===== config.mk =====
export PLATFORM = sky130hd
export DESIGN_NAME = exec_unit
export DESIGN_NICKNAME = d
export VERILOG_FILES = /design/src/rtl/exec_unit.sv
export SDC_FILE = /design/constraint.sdc
export NUM_CORES = 1
export LEC_CHECK = 0
export ABC_AREA = 1
export BUFFER_PORTS_ARGS = -buffer_cell sky130_fd_sc_hd__buf_2
export CORE_ASPECT_RATIO = 0.5
export CORE_MARGIN = 3
export CORE_UTILIZATION = 60
export CTS_BUF_LIST = sky130_fd_sc_hd__clkbuf_2
export CTS_CLUSTER_SIZE = 16
export DETAILED_ROUTE_END_ITERATION = 7
export GPL_TIMING_DRIVEN = 0
export PLACE_DENSITY = 0.82
export SLEW_MARGIN = 0
export SYNTH_ARGS = -nofsm -noshare
export SYNTH_HDL_FRONTEND = slang
export SYNTH_SLANG_ARGS = --single-unit

===== constraint.sdc =====
create_clock -name clk -period 2.7 [get_ports clk]
set_input_delay 0.54 -clock clk [delete_from_list [all_inputs] [get_ports clk]]
set_output_delay 0.54 -clock clk [all_outputs]
set_load 0.005 [all_outputs]

===== src/rtl/exec_unit.sv =====
// Register-bank execution unit: single-cycle ALU ops plus an iterative
// shift-and-add multiplier, all results written back through registered ports.
module exec_unit #(
  parameter int BITS     = 8,
  parameter int REG_BITS = 8
) (
  input  logic                clk,
  input  logic                rst,
  input  logic                start,
  input  logic [2:0]          op,
  input  logic [BITS-1:0]     data_a,
  input  logic [BITS-1:0]     data_b,
  input  logic [REG_BITS-1:0] dest_address,
  output logic                write_enable,
  output logic [REG_BITS-1:0] write_address,
  output logic [BITS-1:0]     write_data,
  output logic                busy,
  output logic                zero
);

  localparam logic [2:0] OP_ADD  = 3'b000;
  localparam logic [2:0] OP_SUB  = 3'b001;
  localparam logic [2:0] OP_AND  = 3'b010;
  localparam logic [2:0] OP_OR   = 3'b011;
  localparam logic [2:0] OP_XOR  = 3'b100;
  localparam logic [2:0] OP_SLTU = 3'b101;
  localparam logic [2:0] OP_MUL  = 3'b110;
  localparam logic [2:0] OP_NOP  = 3'b111;

  localparam int CNT_W = $clog2(BITS + 1);
  localparam logic [CNT_W-1:0] LAST_CNT = CNT_W'(BITS - 1);

  typedef enum logic {S_IDLE, S_MUL} state_t;

  state_t               state_reg;
  logic [BITS-1:0]      mcand_reg;
  logic [BITS-1:0]      mplier_reg;
  logic [BITS-1:0]      acc_reg;
  logic [CNT_W-1:0]     cnt_reg;
  logic [REG_BITS-1:0]  dest_reg;

  logic [BITS-1:0]      alu_result;
  logic [BITS-1:0]      acc_next;

  always_comb begin
    alu_result = '0;
    case (op)
      OP_ADD:  alu_result = data_a + data_b;
      OP_SUB:  alu_result = data_a - data_b;
      OP_AND:  alu_result = data_a & data_b;
      OP_OR:   alu_result = data_a | data_b;
      OP_XOR:  alu_result = data_a ^ data_b;
      OP_SLTU: alu_result[0] = (data_a < data_b);
      default: alu_result = '0;
    endcase
  end

  // One partial product per iteration; the multiplicand is pre-shifted so
  // the sum stays modulo 2^BITS without a wider accumulator.
  always_comb begin
    acc_next = acc_reg;
    if (mplier_reg[0])
      acc_next = acc_reg + mcand_reg;
  end

  always_ff @(posedge clk) begin
    if (rst) begin
      state_reg     <= S_IDLE;
      mcand_reg     <= '0;
      mplier_reg    <= '0;
      acc_reg       <= '0;
      cnt_reg       <= '0;
      dest_reg      <= '0;
      write_enable  <= 1'b0;
      write_address <= '0;
      write_data    <= '0;
      busy          <= 1'b0;
      zero          <= 1'b0;
    end else begin
      write_enable <= 1'b0;
      case (state_reg)
        S_IDLE: begin
          if (start) begin
            if (op == OP_MUL) begin
              mcand_reg  <= data_a;
              mplier_reg <= data_b;
              dest_reg   <= dest_address;
              acc_reg    <= '0;
              cnt_reg    <= '0;
              busy       <= 1'b1;
              state_reg  <= S_MUL;
            end else if (op != OP_NOP) begin
              write_enable  <= 1'b1;
              write_data    <= alu_result;
              write_address <= dest_address;
              zero          <= (alu_result == '0);
            end
          end
        end
        S_MUL: begin
          acc_reg    <= acc_next;
          mcand_reg  <= mcand_reg << 1;
          mplier_reg <= mplier_reg >> 1;
          cnt_reg    <= cnt_reg + 1'b1;
          if (cnt_reg == LAST_CNT) begin
            state_reg     <= S_IDLE;
            busy          <= 1'b0;
            write_enable  <= 1'b1;
            write_data    <= acc_next;
            write_address <= dest_reg;
            zero          <= (acc_next == '0);
          end
        end
        default: state_reg <= S_IDLE;
      endcase
    end
  end

endmodule


# After elaboration in Yosys (flattened, before gate mapping)
# Cells that the tools add are included.
totals:
  regBits: 56
  latch_bits: 0
  mem_bits_rw: 0
  mem_bits_ro: 0
  inputBits: 30
  output_inout_bits: 19
  elab_cells: 83
  memories: 0
classes:
  addsub: 4
  multipliers: 0
  div: 0
  order_cmp: 1
  eq_ne: 13
  shifts: 0
  mux: 43
  bitwise_logic: 4
  n_reduce_logical: 7
op_table:
  columns: ["op", "count"]
  rows:
  - ["two-way mux 8 bit", 15]
  - ["case mux 8 bit (2 select lines)", 5]
  - ["case mux 7 bit (5 select lines)", 1]
  - ["adder 8 bit", 2]
  - ["logical NOT 8 bit", 2]
  - ["two-way mux 1 bit", 14]
  - ["== test 3 bit, second input constant", 3]
  - ["AND 8 bit", 1]
  - ["< comparator 8 bit", 1]
  - ["two-way mux 4 bit", 2]
  - ["inequality test 2 bit, second input constant", 4]
  - ["bitwise OR 8 bit", 1]
  - ["case mux 1 bit (2 select lines)", 4]
  - ["case mux 4 bit (2 select lines)", 1]
  - ["subtractor 8 bit", 1]
  - ["bitwise XOR 8 bit", 1]
  - ["== test 3 x 2 -> 1 bit, second input constant", 2]
  - ["case mux 1 bit (6 select lines)", 1]
  - ["AND reduction 3 bit", 2]
  - ["adder 4 x 1 -> 4 bit, second input constant", 1]
  - ["== test 4 x 3 -> 1 bit, second input constant", 1]
  - ["AND reduction 4 bit", 1]
  - ["== test 3 x 1 -> 1 bit, second input constant", 1]
  - ["logical NOT 3 bit", 1]
  - ["4 further kinds", 4]

# Depth between registers and ports, before layout
depth:
  word_depth: 7
  mapped_depth: 18
  depth_no_buf: 17

# Worst setup path before layout
# Ideal clock, no wire load.
synth_timing:
  kind: "input port to flip-flop"
  startpoint: "in data_a[0]"
  endpoint: "reg zero"
  setup_time_ps: 56
  arrival_time_ps: 2024
  setup_slack_ps: 620
  path_stages: 12
  path_buffers: 0
  path_cell_list: "ha_1 > fa_1 > or2_2 > nand3_1 > nand3_1 > nor2_1 > nand2_1 > nor2_1 > nand3_1 > nand3_1 > nand2_1 > inv_1"
synth_between:
  elab_chain_cells: 7
  elab_cells_between_ends: 13
  cone_classes: "add/sub (2); order compare (1); mux (6); bitwise (3); reduce/logical (1)"
synth_lines:
  columns: ["element", "line", "text"]
  rows:
  - ["start, declared", "11", "input logic [BITS-1:0] data_a,"]
  - ["subtractor 8 bit (tied with other cells)", "49", "OP_SUB: alu_result = data_a - data_b;"]
  - ["case mux 1 bit (6 select lines) or case mux 7 bit (5 select lines) (tied branches)", "47", "case (op)"]
  - ["logical NOT 8 bit *", "96", "zero <= (alu_result == '0);"]
  - ["two-way mux 1 bit *", "92", "end else if (op != OP_NOP) begin"]
  - ["two-way mux 1 bit *", "84", "if (op == OP_MUL) begin"]
  - ["two-way mux 1 bit *", "83", "if (start) begin"]
  - ["case mux 1 bit (2 select lines) *", "81", "case (state_reg)"]
  - ["end signal, assigned", "96", null]
  - ["end signal, assigned", "111", "zero <= (acc_next == '0);"]
  - ["end, declared", "18", "output logic zero"]
# Every way passes the cells marked *; elsewhere a longest branch is shown, timed or not. The select of a mux whose other input is x is not followed.
# A chain may end at the register's enable or synchronous reset.

# Worst setup path after layout
layout_timing:
  startpoint: "reg mcand_reg[0]"
  endpoint: "reg zero"
layout_between:
  elab_chain_cells: 5
layout_lines:
  columns: ["element", "line", "text"]
  rows:
  - ["start, declared", "36", "logic [BITS-1:0] mcand_reg;"]
  - ["start signal, assigned", "85", "mcand_reg <= data_a;"]
  - ["start signal, assigned", "102", "mcand_reg <= mcand_reg << 1;"]
  - ["adder 8 bit", "63", "acc_next = acc_reg + mcand_reg;"]
  - ["two-way mux 8 bit", "62", "if (mplier_reg[0])"]
  - ["logical NOT 8 bit", "111", null]
  - ["two-way mux 1 bit", "105", "if (cnt_reg == LAST_CNT) begin"]
  - ["case mux 1 bit (2 select lines)", "81", null]
# No other way between the ends. The select of a mux whose other input is x is not followed.

==> out/results.ini <==
[detailed_routing]
wl_per_cell_um = 14.4
firstDrtPassIters = 5
detail_route.iter0.violations = 321
postRouteAntennaNets = 0
wl_mm = 10.2
route.vias.total = 3958
drc = 0
vias_per_cell = 5.59

[grt]
grt_max_degree = 18
antenna_found_initial = 0
grt_overflow_total = 0
grt_pass1_wl_mm = 16.4
grt_pass1_vias = 3488
track_usage = 0.282

[sta]
period_share = 0.769
tightest_slew_ps = 547
rsz0062_at_grt = false
hold_viol_final = 0
setup_viol = 0
maxSlewHeadroom = 0.635
finalCriticalPeriod_ps = 2080
max_freq_mhz = 482
fin_tns_setup_ps = 0
slew_viol_final = 0
finClkSkew_ps = 29.9

[final_layout]
seqCellArea_um2 = 1120
layout.nets = 689
n_fill_cell = 539
drive_gt1_frac = 0.128
multiInputGateArea_um2 = 2300
design_area_um2 = 4180
areaGrowthSynthToFinish_pct = 10.8
antenna_cells = 0

[setup_path]
cp.required_ps = 3150
critPathMaxStageDelay_ps = 450
critPathLaunchType = register
crit_type = reg -> reg
cp.arrival_ps = 2520
critPathCaptureType = register
path_cells = ha_1 > fa_1 > nand2_1 > nand3_1 > nor3_1 > nand3_1 > nor2_1 > nand3_1 > nand3_1 > nand2_1 > inv_1
critPathSlowestCell = dfxtp_1
cp_max_fo = 3
path_delay_family = simple AND/OR/NAND/NOR gates
worst-path-buf-inv = 1
cp_common_cell = nand3_1

[clock_network]
clock_latency_ps = 470
ctsHoldBuffers = 0
cts_sinks = 56
clk_pin_slew_ps = 280
cts_tree = built
post_cts_buffers = 0
cts-resized-gates = 0
cts_htree_levels = 2
cts_made_buffers = 5
clockRootBuffer = clkbuf_2
clockBufferDepth = 2

[synth]
synth_top_area_frac = 0.297
syn_area_per_cell_um2 = 6.63
yosys_warnings = 0
syn_nets = 635
ys_ff_latch = 56
yosys.area.top_type = dfxtp_1
async_flop_share = 0
synthTopCellsByCount = nand2_1, inv_1, dfxtp_1
ys.flop_type = dfxtp_1
synth_area_um2 = 3770
synth-edff-count = 0
synthDistinctLibCells = 41
syn_inst = 569
synth_seq_area_share = 0.297
yosysMostFrequentCell = nand2_1
yosys-top-cells-area = dfxtp_1, nand2_1, ha_1

[place]
port_buffers = 47
placed_area_um2 = 4110
dp_hpwl_mm = 7.85
gp_congestion = 0.955

[floorplan]
die_area_um2 = 7330
rows = 19
io_pins = 49
initial_core_util = 0.653
die_h_um = 62.1
core-area_um2 = 5780
die_x_um = 118

[power]
power_density_nw_per_um2 = 409
leakage_nw = 2.03
ir_worst_vdd_uv = 214

[outcome]
outcome = complete, no violations

[run]
max-cap-violations = 0

[hold_path]
hp-class = in -> reg

## kinds of logic (layout without fill, tap and decap cells)
group                    count (synthesis)  count (layout)  synth area share
AND/OR/NAND/NOR                        287             287             0.326
AO/OA/AOI/OAI                          103             103             0.155
buffers and inverters                   85             140            0.0916
adder cells (fa/ha/maj)                 36              36             0.125
XOR/XNOR                                 2               2           0.00465
flip-flops                              56              56             0.297
## worst paths after layout
kind	cells after the start	slack (ps)	endpoint	start
worst max-delay path	11	620	zero	mcand_reg[0]
worst min-delay path	3	290	dest_reg[3]	dest_address[3]
worst max register to register	11	620	zero	mcand_reg[0]
worst min register to register	2	480	dest_reg[2]	dest_reg[2]
## per-stage QoR
step	setup slack (ps)	power (mW)	util	instances	hold WS, ps
after floorplan	620	1.15	-	569	439
final	625	1.71	0.723	708	290
after CTS	667	1.70	0.723	708	275
after global routing	515	1.80	0.723	708	264
after detailed placement	210	1.30	0.712	700	455
after global placement	239	1.29	0.712	700	448
## metal layers
| metal | GRT usage | vias up | wire length [um] |
|---|---|---|---|
| met5 | 0 | - | 0 |
| met4 | 0.0933 | 0 | 130 |
| met3 | 0.0488 | 15 | 1010 |
| met2 | 0.476 | 177 | 4420 |
| met1 | 0.380 | 1787 | 4610 |
| li1 | - | 1979 | - |
## power by group
part           internal [mW]  leakage, nW  switching [mW]  total, mW
clock network          0.154       0.0390           0.266      0.420
logic                  0.144         1.53           0.266      0.410
registers              0.863        0.456          0.0189      0.882
## layout by cell type, fill, tap and decap left out, drive strengths merged, types with 2 or more instances in the layout
master / instances
nor3: 3
a211oi: 3
nand3: 52
clkinv: 2
or2: 6
nand3b: 2
dfxtp: 56
inv: 64
buf: 56
xor2: 2
a22oi: 2
clkbuf: 16
a31oi: 24
o21ai: 27
fa: 3
ha: 33
nor2: 31
nand4: 10
o211ai: 2
a21oi: 38
o22ai: 3
nand2: 181
## final cells by class
class / instances / area share
buffer: 20 / 0.0243
clock buffer: 5 / 0.00599
clock inverter: 3 / 0.0102
inverter: 65 / 0.0584
multi-input combinational: 428 / 0.551
sequential: 56 / 0.268
tap: 84 / 0.0251
timing repair buffer: 47 / 0.0563
## worst reg2reg max path, delay by kind of cell (launching register included)
| family | cells | cell delay [ps] |
|---|---|---|
| simple gates | 8 | 920 |
| fa+ha+maj | 2 | 640 |
| flops | 1 | 450 |
| buf+inv | 1 | 40 |
Note: power is estimated with default switching activity, not from simulation.
